<file path="src/rtl/dawg_partitioned_set.sv">
// dawg_partitioned_set
// One set of a DAWG-style way-partitioned cache. The OS assigns each
// protection domain a way mask. A user lookup can only hit in, fill into,
// or advance round-robin state for ways inside its own domain's mask. This
// keeps each domain's footprint invisible to the others.
//
// Ports
//   clk        clock, all state updates on posedge
//   reset      asynchronous, active-low reset
//   os_req     OS way-mask write request
//   os_domain  domain whose mask is written
//   os_hitmap  new way mask for os_domain
//   user_req   lookup request
//   user_dom   requesting domain
//   user_tag   tag looked up
//   ready      block can accept a request this cycle (IDLE)
//   resp_valid one-cycle pulse, hit/hit_way valid
//   hit        lookup hit
//   hit_way    hit way, or the way filled on a miss (0 if no fill)
//   os_err     one-cycle pulse, OS write rejected (mask overlap)
//   dbg_state  current FSM state, for observation only
//
// Handshake: a request is taken on a posedge where ready=1 and its req is
// high. os_req has priority: if both are high, only the OS write is taken.
// The requester must then hold user_req until a later edge with ready=1 and
// os_req=0 accepts it. Responses and errors arrive as registered one-cycle
// pulses, and nothing combinational runs from inputs to outputs.
module dawg_partitioned_set #(
  parameter int NUM_WAYS    = 4,
  parameter int NUM_DOMAINS = 2,
  parameter int TAG_WIDTH   = 8,
  localparam int DOM_W      = $clog2(NUM_DOMAINS),
  localparam int WAY_W      = $clog2(NUM_WAYS)
) (
  input  logic                 clk,
  input  logic                 reset,
  input  logic                 os_req,
  input  logic [DOM_W-1:0]     os_domain,
  input  logic [NUM_WAYS-1:0]  os_hitmap,
  input  logic                 user_req,
  input  logic [DOM_W-1:0]     user_dom,
  input  logic [TAG_WIDTH-1:0] user_tag,
  output logic                 ready,
  output logic                 resp_valid,
  output logic                 hit,
  output logic [WAY_W-1:0]     hit_way,
  output logic                 os_err,
  output logic [1:0]           dbg_state
);

  typedef enum logic [1:0] {
    S_IDLE   = 2'd0,
    S_LOOKUP = 2'd1,
    S_FLUSH  = 2'd2
  } state_t;

  state_t state_q, state_d;

  logic [NUM_WAYS-1:0]  mask_q [NUM_DOMAINS];
  logic [NUM_WAYS-1:0]  valid_q;
  logic [TAG_WIDTH-1:0] tag_q  [NUM_WAYS];
  logic [WAY_W-1:0]     rr_q   [NUM_DOMAINS];

  // Latched lookup request
  logic [DOM_W-1:0]     l_dom_q;
  logic [TAG_WIDTH-1:0] l_tag_q;

  // Flush context: domain, its mask before the write, and the sweep index
  logic [DOM_W-1:0]     f_dom_q;
  logic [NUM_WAYS-1:0]  f_old_q;
  logic [WAY_W-1:0]     f_idx_q;

  logic                 os_acc, user_acc, os_conflict;
  logic [NUM_WAYS-1:0]  cur_mask;
  logic [WAY_W-1:0]     cur_rr;
  logic                 lk_hit, inv_found, ge_found, can_fill;
  logic [WAY_W-1:0]     lk_way, inv_way, ge_way, any_way, victim, victim_next;

  assign ready     = (state_q == S_IDLE);
  assign dbg_state = state_q;

  // Request acceptance and overlap check against every other domain's mask
  always_comb begin
    os_acc      = (state_q == S_IDLE) && os_req;
    user_acc    = (state_q == S_IDLE) && user_req && !os_req;
    os_conflict = 1'b0;
    for (int d = 0; d < NUM_DOMAINS; d++) begin
      if ((DOM_W'(d) != os_domain) && ((os_hitmap & mask_q[d]) != '0))
        os_conflict = 1'b1;
    end
  end

  // Hit and victim selection, restricted to the requesting domain's mask.
  // Scanning downwards makes the last match the lowest-numbered way.
  always_comb begin
    cur_mask  = mask_q[l_dom_q];
    cur_rr    = rr_q[l_dom_q];
    lk_hit    = 1'b0;
    lk_way    = '0;
    inv_found = 1'b0;
    inv_way   = '0;
    ge_found  = 1'b0;
    ge_way    = '0;
    any_way   = '0;
    for (int w = NUM_WAYS - 1; w >= 0; w--) begin
      if (cur_mask[w]) begin
        any_way = WAY_W'(w);
        if (WAY_W'(w) >= cur_rr) begin
          ge_found = 1'b1;
          ge_way   = WAY_W'(w);
        end
        if (!valid_q[w]) begin
          inv_found = 1'b1;
          inv_way   = WAY_W'(w);
        end
        if (valid_q[w] && (tag_q[w] == l_tag_q)) begin
          lk_hit = 1'b1;
          lk_way = WAY_W'(w);
        end
      end
    end
    // No owned way at/after the pointer means the search wraps to the
    // lowest owned way.
    victim      = inv_found ? inv_way : (ge_found ? ge_way : any_way);
    victim_next = (victim == WAY_W'(NUM_WAYS - 1)) ? '0 : victim + WAY_W'(1);
    can_fill    = |cur_mask;
  end

  always_comb begin
    state_d = state_q;
    case (state_q)
      S_IDLE: begin
        if (os_acc && !os_conflict) state_d = S_FLUSH;
        else if (user_acc)          state_d = S_LOOKUP;
      end
      S_LOOKUP: state_d = S_IDLE;
      S_FLUSH:  if (f_idx_q == WAY_W'(NUM_WAYS - 1)) state_d = S_IDLE;
      default:  state_d = S_IDLE;
    endcase
  end

  always_ff @(posedge clk or negedge reset) begin
    if (!reset) state_q <= S_IDLE;
    else        state_q <= state_d;
  end

  always_ff @(posedge clk or negedge reset) begin
    if (!reset) begin
      for (int d = 0; d < NUM_DOMAINS; d++) begin
        mask_q[d] <= '0;
        rr_q[d]   <= '0;
      end
      for (int w = 0; w < NUM_WAYS; w++) tag_q[w] <= '0;
      valid_q    <= '0;
      l_dom_q    <= '0;
      l_tag_q    <= '0;
      f_dom_q    <= '0;
      f_old_q    <= '0;
      f_idx_q    <= '0;
      resp_valid <= 1'b0;
      hit        <= 1'b0;
      hit_way    <= '0;
      os_err     <= 1'b0;
    end else begin
      resp_valid <= 1'b0;
      os_err     <= 1'b0;
      case (state_q)
        S_IDLE: begin
          if (os_acc) begin
            if (os_conflict) begin
              os_err <= 1'b1;
            end else begin
              mask_q[os_domain] <= os_hitmap;
              rr_q[os_domain]   <= '0;
              f_dom_q           <= os_domain;
              f_old_q           <= mask_q[os_domain];
              f_idx_q           <= '0;
            end
          end else if (user_acc) begin
            l_dom_q <= user_dom;
            l_tag_q <= user_tag;
          end
        end
        S_LOOKUP: begin
          resp_valid <= 1'b1;
          hit        <= lk_hit;
          if (lk_hit) begin
            hit_way <= lk_way;
          end else if (can_fill) begin
            hit_way         <= victim;
            tag_q[victim]   <= l_tag_q;
            valid_q[victim] <= 1'b1;
            rr_q[l_dom_q]   <= victim_next;
          end else begin
            hit_way <= '0;
          end
        end
        S_FLUSH: begin
          // Only ways the domain gave up are invalidated; retained ways keep
          // their contents.
          if (f_old_q[f_idx_q] && !mask_q[f_dom_q][f_idx_q])
            valid_q[f_idx_q] <= 1'b0;
          f_idx_q <= f_idx_q + WAY_W'(1);
        end
        default: ;
      endcase
    end
  end

endmodule

</file>
<file path="config.mk">
export PLATFORM = sky130hd
export DESIGN_NAME = dawg_partitioned_set
export DESIGN_NICKNAME = d
export VERILOG_FILES = /design/src/rtl/dawg_partitioned_set.sv
export SDC_FILE = /design/constraint.sdc
export NUM_CORES = 1
export LEC_CHECK = 0
export CAP_MARGIN = 20
export CORE_UTILIZATION = 50
export DETAILED_ROUTE_END_ITERATION = 10
export HOLD_SLACK_MARGIN = 0.12
export PLACE_DENSITY = 0.79
export SLEW_MARGIN = 0
export SYNTH_ARGS = -nofsm -noshare
export SYNTH_HDL_FRONTEND = slang
export SYNTH_SLANG_ARGS = --single-unit
</file>
<file path="constraint.sdc">
create_clock -name clk -period 2.6 [get_ports clk]
set_input_delay 0.65 -clock clk [delete_from_list [all_inputs] [get_ports clk]]
set_output_delay 0.65 -clock clk [all_outputs]
set_load 0.02 [all_outputs]
</file>
Word level (Yosys, flattened, before mapping)
Index checks and enable logic that the tools add are counted.
{"block": "word_totals", "register_bits": 71, "wordCells": 209}
{"block": "op_classes", "add_sub_neg": 2, "order_cmp": 15, "n_eq_ne": 15, "muxes": 110, "n_bitwise": 15, "reduce_logical": 33}
{"cell": "two-way mux 2 bit", "count": 43}
{"cell": "two-way mux 4 bit", "count": 17}
{"cell": "two-way mux 1 bit", "count": 34}
{"cell": "bitwise mux 32 bit", "count": 1}
{"cell": "== test 8 bit", "count": 4}
{"cell": "AND 4 bit", "count": 4}
{"cell": "demux 8 bit (select 2 bit)", "count": 1}
{"cell": "logical AND 1 bit", "count": 16}
{"cell": "case mux 4 bit (2 select lines)", "count": 2}
{"cell": "AND reduction 3 bit", "count": 4}
{"cell": "!= test 2 bit, second input constant", "count": 5}
{"cell": "bitwise mux 8 bit", "count": 1}
{"cell": "two-way mux 8 bit", "count": 1}
{"cell": "NOT 4 bit", "count": 2}
{"cell": "case mux 2 bit (2 select lines)", "count": 2}
{"cell": "nonzero test 4 bit", "count": 2}
{"cell": "== test 2 bit, second input constant", "count": 3}
{"cell": "greater-or-equal comparator 2 bit, second input constant", "count": 3}
{"cell": "less-than comparator 2 x 3 -> 1 bit, second input constant", "count": 2}
{"cell": "NOT 1 -> 2 bit", "count": 3}
{"cell": "nonzero test 2 bit", "count": 3}
{"cell": "AND reduction 5 bit", "count": 1}
{"cell": "adder 2 x 1 -> 2 bit, second input constant", "count": 2}
{"cell": "binary-select mux 1 bit (select 2 bit)", "count": 2}
{"cell": "other kinds (21)", "count": 32}

Depth between registers and ports, before layout
{"block": "logic_depth", "ltp_word": 23, "depth_mapped": 9, "ltp_nobuf": 8}

Worst setup path before layout
Ideal clock, no wire load.
{"block": "synth_timing", "kind": "reg-to-reg", "startpoint": "reg l_dom_q", "endpoint": "reg tag_q[0] in the netlist's numbering", "setup_time_ns": 0.125, "arrival_time_ns": 2.384, "path_slack_ns": 0.091, "path_stages_with_launch": 10, "path_cell_list": "dfrtp_1 > buf_6 > or3b_2 > a31oi_1 > a2111oi_0 > a2bb2oi_1 > inv_1 > ha_1 > nand3_2 > mux2_2"}
{"block": "synth_between", "elab_chain_cells": 21}
{"item": "start, declared", "line": "65", "rtl": "logic [DOM_W-1:0] l_dom_q;"}
{"item": "start signal, assigned", "line": "180", "rtl": "l_dom_q <= user_dom;"}
{"item": "NOT 1 -> 2 bit (implied by the code) *", "line": "96, 97"}
{"item": "two-way mux 2 bit (implied by the code) (3 in series)", "line": "97", "rtl": "cur_rr = rr_q[l_dom_q];"}
{"item": "greater-or-equal comparator 2 bit", "line": "108", "rtl": "if (WAY_W'(w) >= cur_rr) begin"}
{"item": "two-way mux 2 bit or two-way mux 1 bit (tied branches)", "line": "108"}
{"item": "two-way mux 2 bit or two-way mux 1 bit (tied branches)", "line": "106", "rtl": "if (cur_mask[w]) begin"}
{"item": "two-way mux 2 bit or two-way mux 1 bit (tied branches)", "line": "108"}
{"item": "two-way mux 2 bit or two-way mux 1 bit (tied branches)", "line": "106"}
{"item": "two-way mux 2 bit or two-way mux 1 bit (tied branches)", "line": "108"}
{"item": "[... 2 more ...]"}
{"item": "two-way mux 2 bit or two-way mux 1 bit (tied branches)", "line": "106"}
{"item": "two-way mux 2 bit (2 in series)", "line": "124", "rtl": "victim = inv_found ? inv_way : (ge_found ? ge_way : any_way);"}
{"item": "NOT 2 -> 3 bit (implied by the code)", "line": "191", "rtl": "tag_q[victim] <= l_tag_q;"}
{"item": "greater-or-equal comparator 3 bit (implied by the code) or less-than comparator 3 x 1 -> 1 bit (tied branches)", "line": "191"}
{"item": "logical AND 1 bit (implied by the code)", "line": "191"}
{"item": "two-way mux 8 bit (implied by the code)", "line": "191"}
{"item": "demux 8 bit (select 2 bit)", "line": "191"}
{"item": "bitwise mux 32 bit", "line": "191"}
{"item": "end signal, assigned by index", "line": "191"}
{"item": "end, declared", "line": "61", "rtl": "logic [TAG_WIDTH-1:0] tag_q [NUM_WAYS];"}
Mark *: on every way between the ends. The rest lies on a longest branch, timed or not. The select of a mux whose other input is x is not followed.
A chain may end at the register's enable or synchronous reset.

Worst setup path in the final report
{"block": "layout_timing", "startpoint": "reg l_dom_q", "endpoint": "reg tag_q[3] in the netlist's numbering"}
The elaborated chain is that of the path after synthesis.

==> metrics.yaml <==
global_route:
  grt_pass1_wl_um: 12900
  overflow: 0
  grt_max_degree: 29
  antenna_found_initial: 0
  use_met1_pct: 27.7
  top_usage_layer: "met2"
  use_met2_pct: 38.6
  track_usage_pct: 22.6
  grt_pass1_vias: 2649
  grt_use_met3_pct: 6.53
drt:
  wl_um: 7840
  via_per_inst: 5.64
  vias: 2651
  wl_per_cell_um: 16.7
  remaining_drc_errors: 0
  drt_pre_antenna_iters: 4
  drtAntennaViolNets: 0
  drt_iter0_drc: 147
worst_setup_path:
  path_max_fanout: 9
  required_ns: 2.83
  path_depth: 8
  r2r_start: "l_dom_q$_DFFE_PN0P_"
  crit_path_start: "l_dom_q$_DFFE_PN0P_"
  r2r_end: "tag_q[3]$_DFFE_PN0P_"
  max_stage_delay_ns: 0.51
  critical_path_buf_inv_count: 1
  setup.worst_path.end: "tag_q[3]$_DFFE_PN0P_"
  r2r_slack_ns: 0.1
  crit_type: "reg -> reg"
  cp_slowest_cell: "or3b_2"
  rr_worst_depth: 8
  arrival_ns: 2.74
  worstPathCellList: "or3b_2 > a31oi_1 > a2111oi_2 > a2bb2oi_2 > inv_1 > ha_1 > nand3_4 > mux2_2"
  setup.worst_path.start_class: "flop"
  path_delay_family: "simple AND/OR/NAND/NOR gates"
  cp-end-kind: "flop"
place:
  dp_hpwl_um: 5740
  gp_congestion: 0.866
  port_buffers: 25
  dpl_cell_area_um2: 4250
layout:
  layout.nets: 394
  drive_gt1_share_pct: 29.1
  syn_to_final_growth_pct: 19.9
  final_area_um2: 4490
  final_core_util_pct: 61.9
  diodes: 0
cts:
  cts_hold_buffers: 0
  cts.clk_slew.worst_paths_ns: 0.08
  root_buffer: "clkbuf_8"
  cts.htree.levels: 3
  clkLatencyLatePin_ns: 0.36
  post-cts-setup-buffers: 0
  clock_path_buffers: 2
  cts.sinks: 71
  cts_buffers: 9
  cts_resized: 6
  cts_tree: "yes"
timing:
  maxSlewHeadroom_pct: 53.3
  min_period_ns: 2.50
  skew_ns: 0.0144
  drv_slew: 0
  finalSetupViolCount: 0
  fmax_ghz: 0.400
  worstMarginPinSlew_ns: 0.700
  min_period_over_period_pct: 96.2
  hold_viol_final: 0
yosys:
  synth.cell_area_um2: 3740
  synth_warnings: 0
  synth_area_leader_cell: "dfrtp_1"
  synth_area_leaders: "dfrtp_1 47%, mux2_2 15%, xor2_1 4.9%"
  ys_seq_elements: 71
  syn_avg_cell_area_um2: 11.6
  synth_edf_count: 0
  ys_seq_area_share_pct: 47.5
  synth_nets: 349
  synthFlopType: "dfrtp_1"
  postSynthCellCount: 323
  ys_types: 48
  synth_top_area_share_pct: 47.5
  ys_async_sr_fraction_pct: 100
pwr:
  peakVddDrop_uv: 593
  clkPwrFrac_pct: 13.5
  power.internal_mw: 3.37
  p_leak_nw: 1.97
  seqPwrFrac_pct: 39.7
  pwr-share-comb_pct: 46.8
  p_switching_mw: 2.22
  p_sw_share_pct: 39.7
  power_density_nw_per_um2: 1250
floorplan:
  core_um2: 7250
  io_pins: 26
  start_util_pct: 51.6
  rows: 31
  fp.dieH_um: 88.5
  die_x_um: 88.5
  die_area_um2: 7830
hold_path:
  min_path_type: "in -> async"
flow_run:
  drv_cap: 0
status:
  outcome: "finished clean"
## worst min-delay path by stage
| stage | startpoint | end | slack, ns |
|---|---|---|---|
| 2_1_floorplan | reset | dbg_state[0]$_DFFE_PN0P_ | 0.35 |
| 3_3_place_gp | hit$_DFFE_PN0P_ | hit$_DFFE_PN0P_ | 0.48 |
| 3_5_place_dp | hit_way[1]$_DFFE_PN0P_ | hit_way[1]$_DFFE_PN0P_ | 0.49 |
| 4_1_cts | reset | os_err$_DFF_PN0_ | 0.27 |
| 5_1_grt | reset | os_err$_DFF_PN0_ | 0.30 |
| 6_report | reset | os_err$_DFF_PN0_ | 0.26 |
## worst register-to-register path: stages, from the launching register on
cell and delay (ns):
dfrtp_2 0.47, or3b_2 0.51, a31oi_1 0.23, a2111oi_2 0.09
a2bb2oi_2 0.24, inv_1 0.10, ha_1 0.24, nand3_4 0.13
mux2_2 0.36
## power groups by stage
stage	Clock (mW)	Combinational [mW]	Sequential, mW
5_1_grt	0.816	2.87	2.30
3_5_place_dp	0	2.42	2.22
6_report	0.756	2.62	2.22
4_1_cts	0.774	2.53	2.22
3_3_place_gp	0	2.35	2.20
2_1_floorplan	0	1.90	1.95
## Yosys cell counts (3+ instances only)
library cell   n
dfrtp_1       71
mux2_2        49
xor2_1        21
nand2_1       20
inv_1         12
xnor2_1       11
mux2i_1       10
nor2_1        10
o21ai_0       10
a21oi_1        8
buf_2          8
ha_1           8
a31oi_1        6
clkbuf_1       6
nand2b_1       6
nor4_1         6
nor3_1         5
a21bo_2        4
a22oi_1        4
nand3_2        4
a211oi_1       3
a2bb2oi_1      3
and4_1         3
nor2b_1        3
## cell families (layout without fill, tap and decap cells)
kind of cell               after synthesis  after routing  synth area share [%]
xor gates and xnor gates                32             32                  7.49
AOI/OAI and AO/OA                       53             53                  10.0
and+or+nand+nor                         72             72                  11.1
DFF                                     71             71                  47.5
adders and majority gates                8              8                  2.67
muxes                                   60             60                  18.0
buffers and inverters                   27             75                  3.18
## final cells by class
type,count,area (um^2)
Timing Repair Buffer,49,450
Inverter,12,45.0
Tap cell,99,124
Multi-Input combinational cell,225,1930
Fill cell,580,2770
Clock inverter,3,21.3
Clock buffer,11,141
Sequential cell,71,1780
## per-stage QoR
step / setup TNS (ns) / hold slack (ns) / total power [mW] / instances / setup WS, ns
floorplan: 0 / 0.354 / 3.86 / 323 / 0.0909
global placement: -4.04 / 0.478 / 4.55 / 456 / -0.145
detailed placement: -6.48 / 0.487 / 4.65 / 456 / -0.230
CTS: 0 / 0.275 / 5.52 / 470 / 0.0141
global route: -0.543 / 0.299 / 5.99 / 470 / -0.0460
finish: 0 / 0.263 / 5.60 / 470 / 0.0977
## state kept, by name, indices dropped and copies added (netlist names)
name and flops:
resp_valid 1, dbg_state 2, mask_q 8, hit_way 2, l_dom_q 1, l_tag_q 8
f_dom_q 1, hit 1, rr_q 4, os_err 1, f_idx_q 2, tag_q 32
valid_q 4, f_old_q 4
## cell usage in the layout (no fill, tap or decap), types with 6 or more instances in the layout
master | Yosys | routed
nand2b_1 | 6 | 6
nor2_1 | 10 | 9
a31oi_1 | 6 | 6
ha_1 | 8 | 8
o21ai_0 | 10 | 10
a21oi_1 | 8 | 8
clkbuf_8 | 0 | 10
inv_1 | 12 | 12
nor4_1 | 6 | 6
clkdlybuf4s50_1 | 0 | 24
buf_4 | 0 | 22
mux2_2 | 49 | 49
xnor2_1 | 11 | 11
xor2_1 | 21 | 21
dfrtp_1 | 71 | 70
mux2i_1 | 10 | 8
nand2_1 | 20 | 20
## per-layer routing
layer | up-vias | part of all wire, %
li1 | 1246 | -
met1 | 1332 | 43
met2 | 60 | 52
met3 | 13 | 3.7
met4 | 0 | 1.7
met5 | - | 0
(Power assumes the default switching activity.)
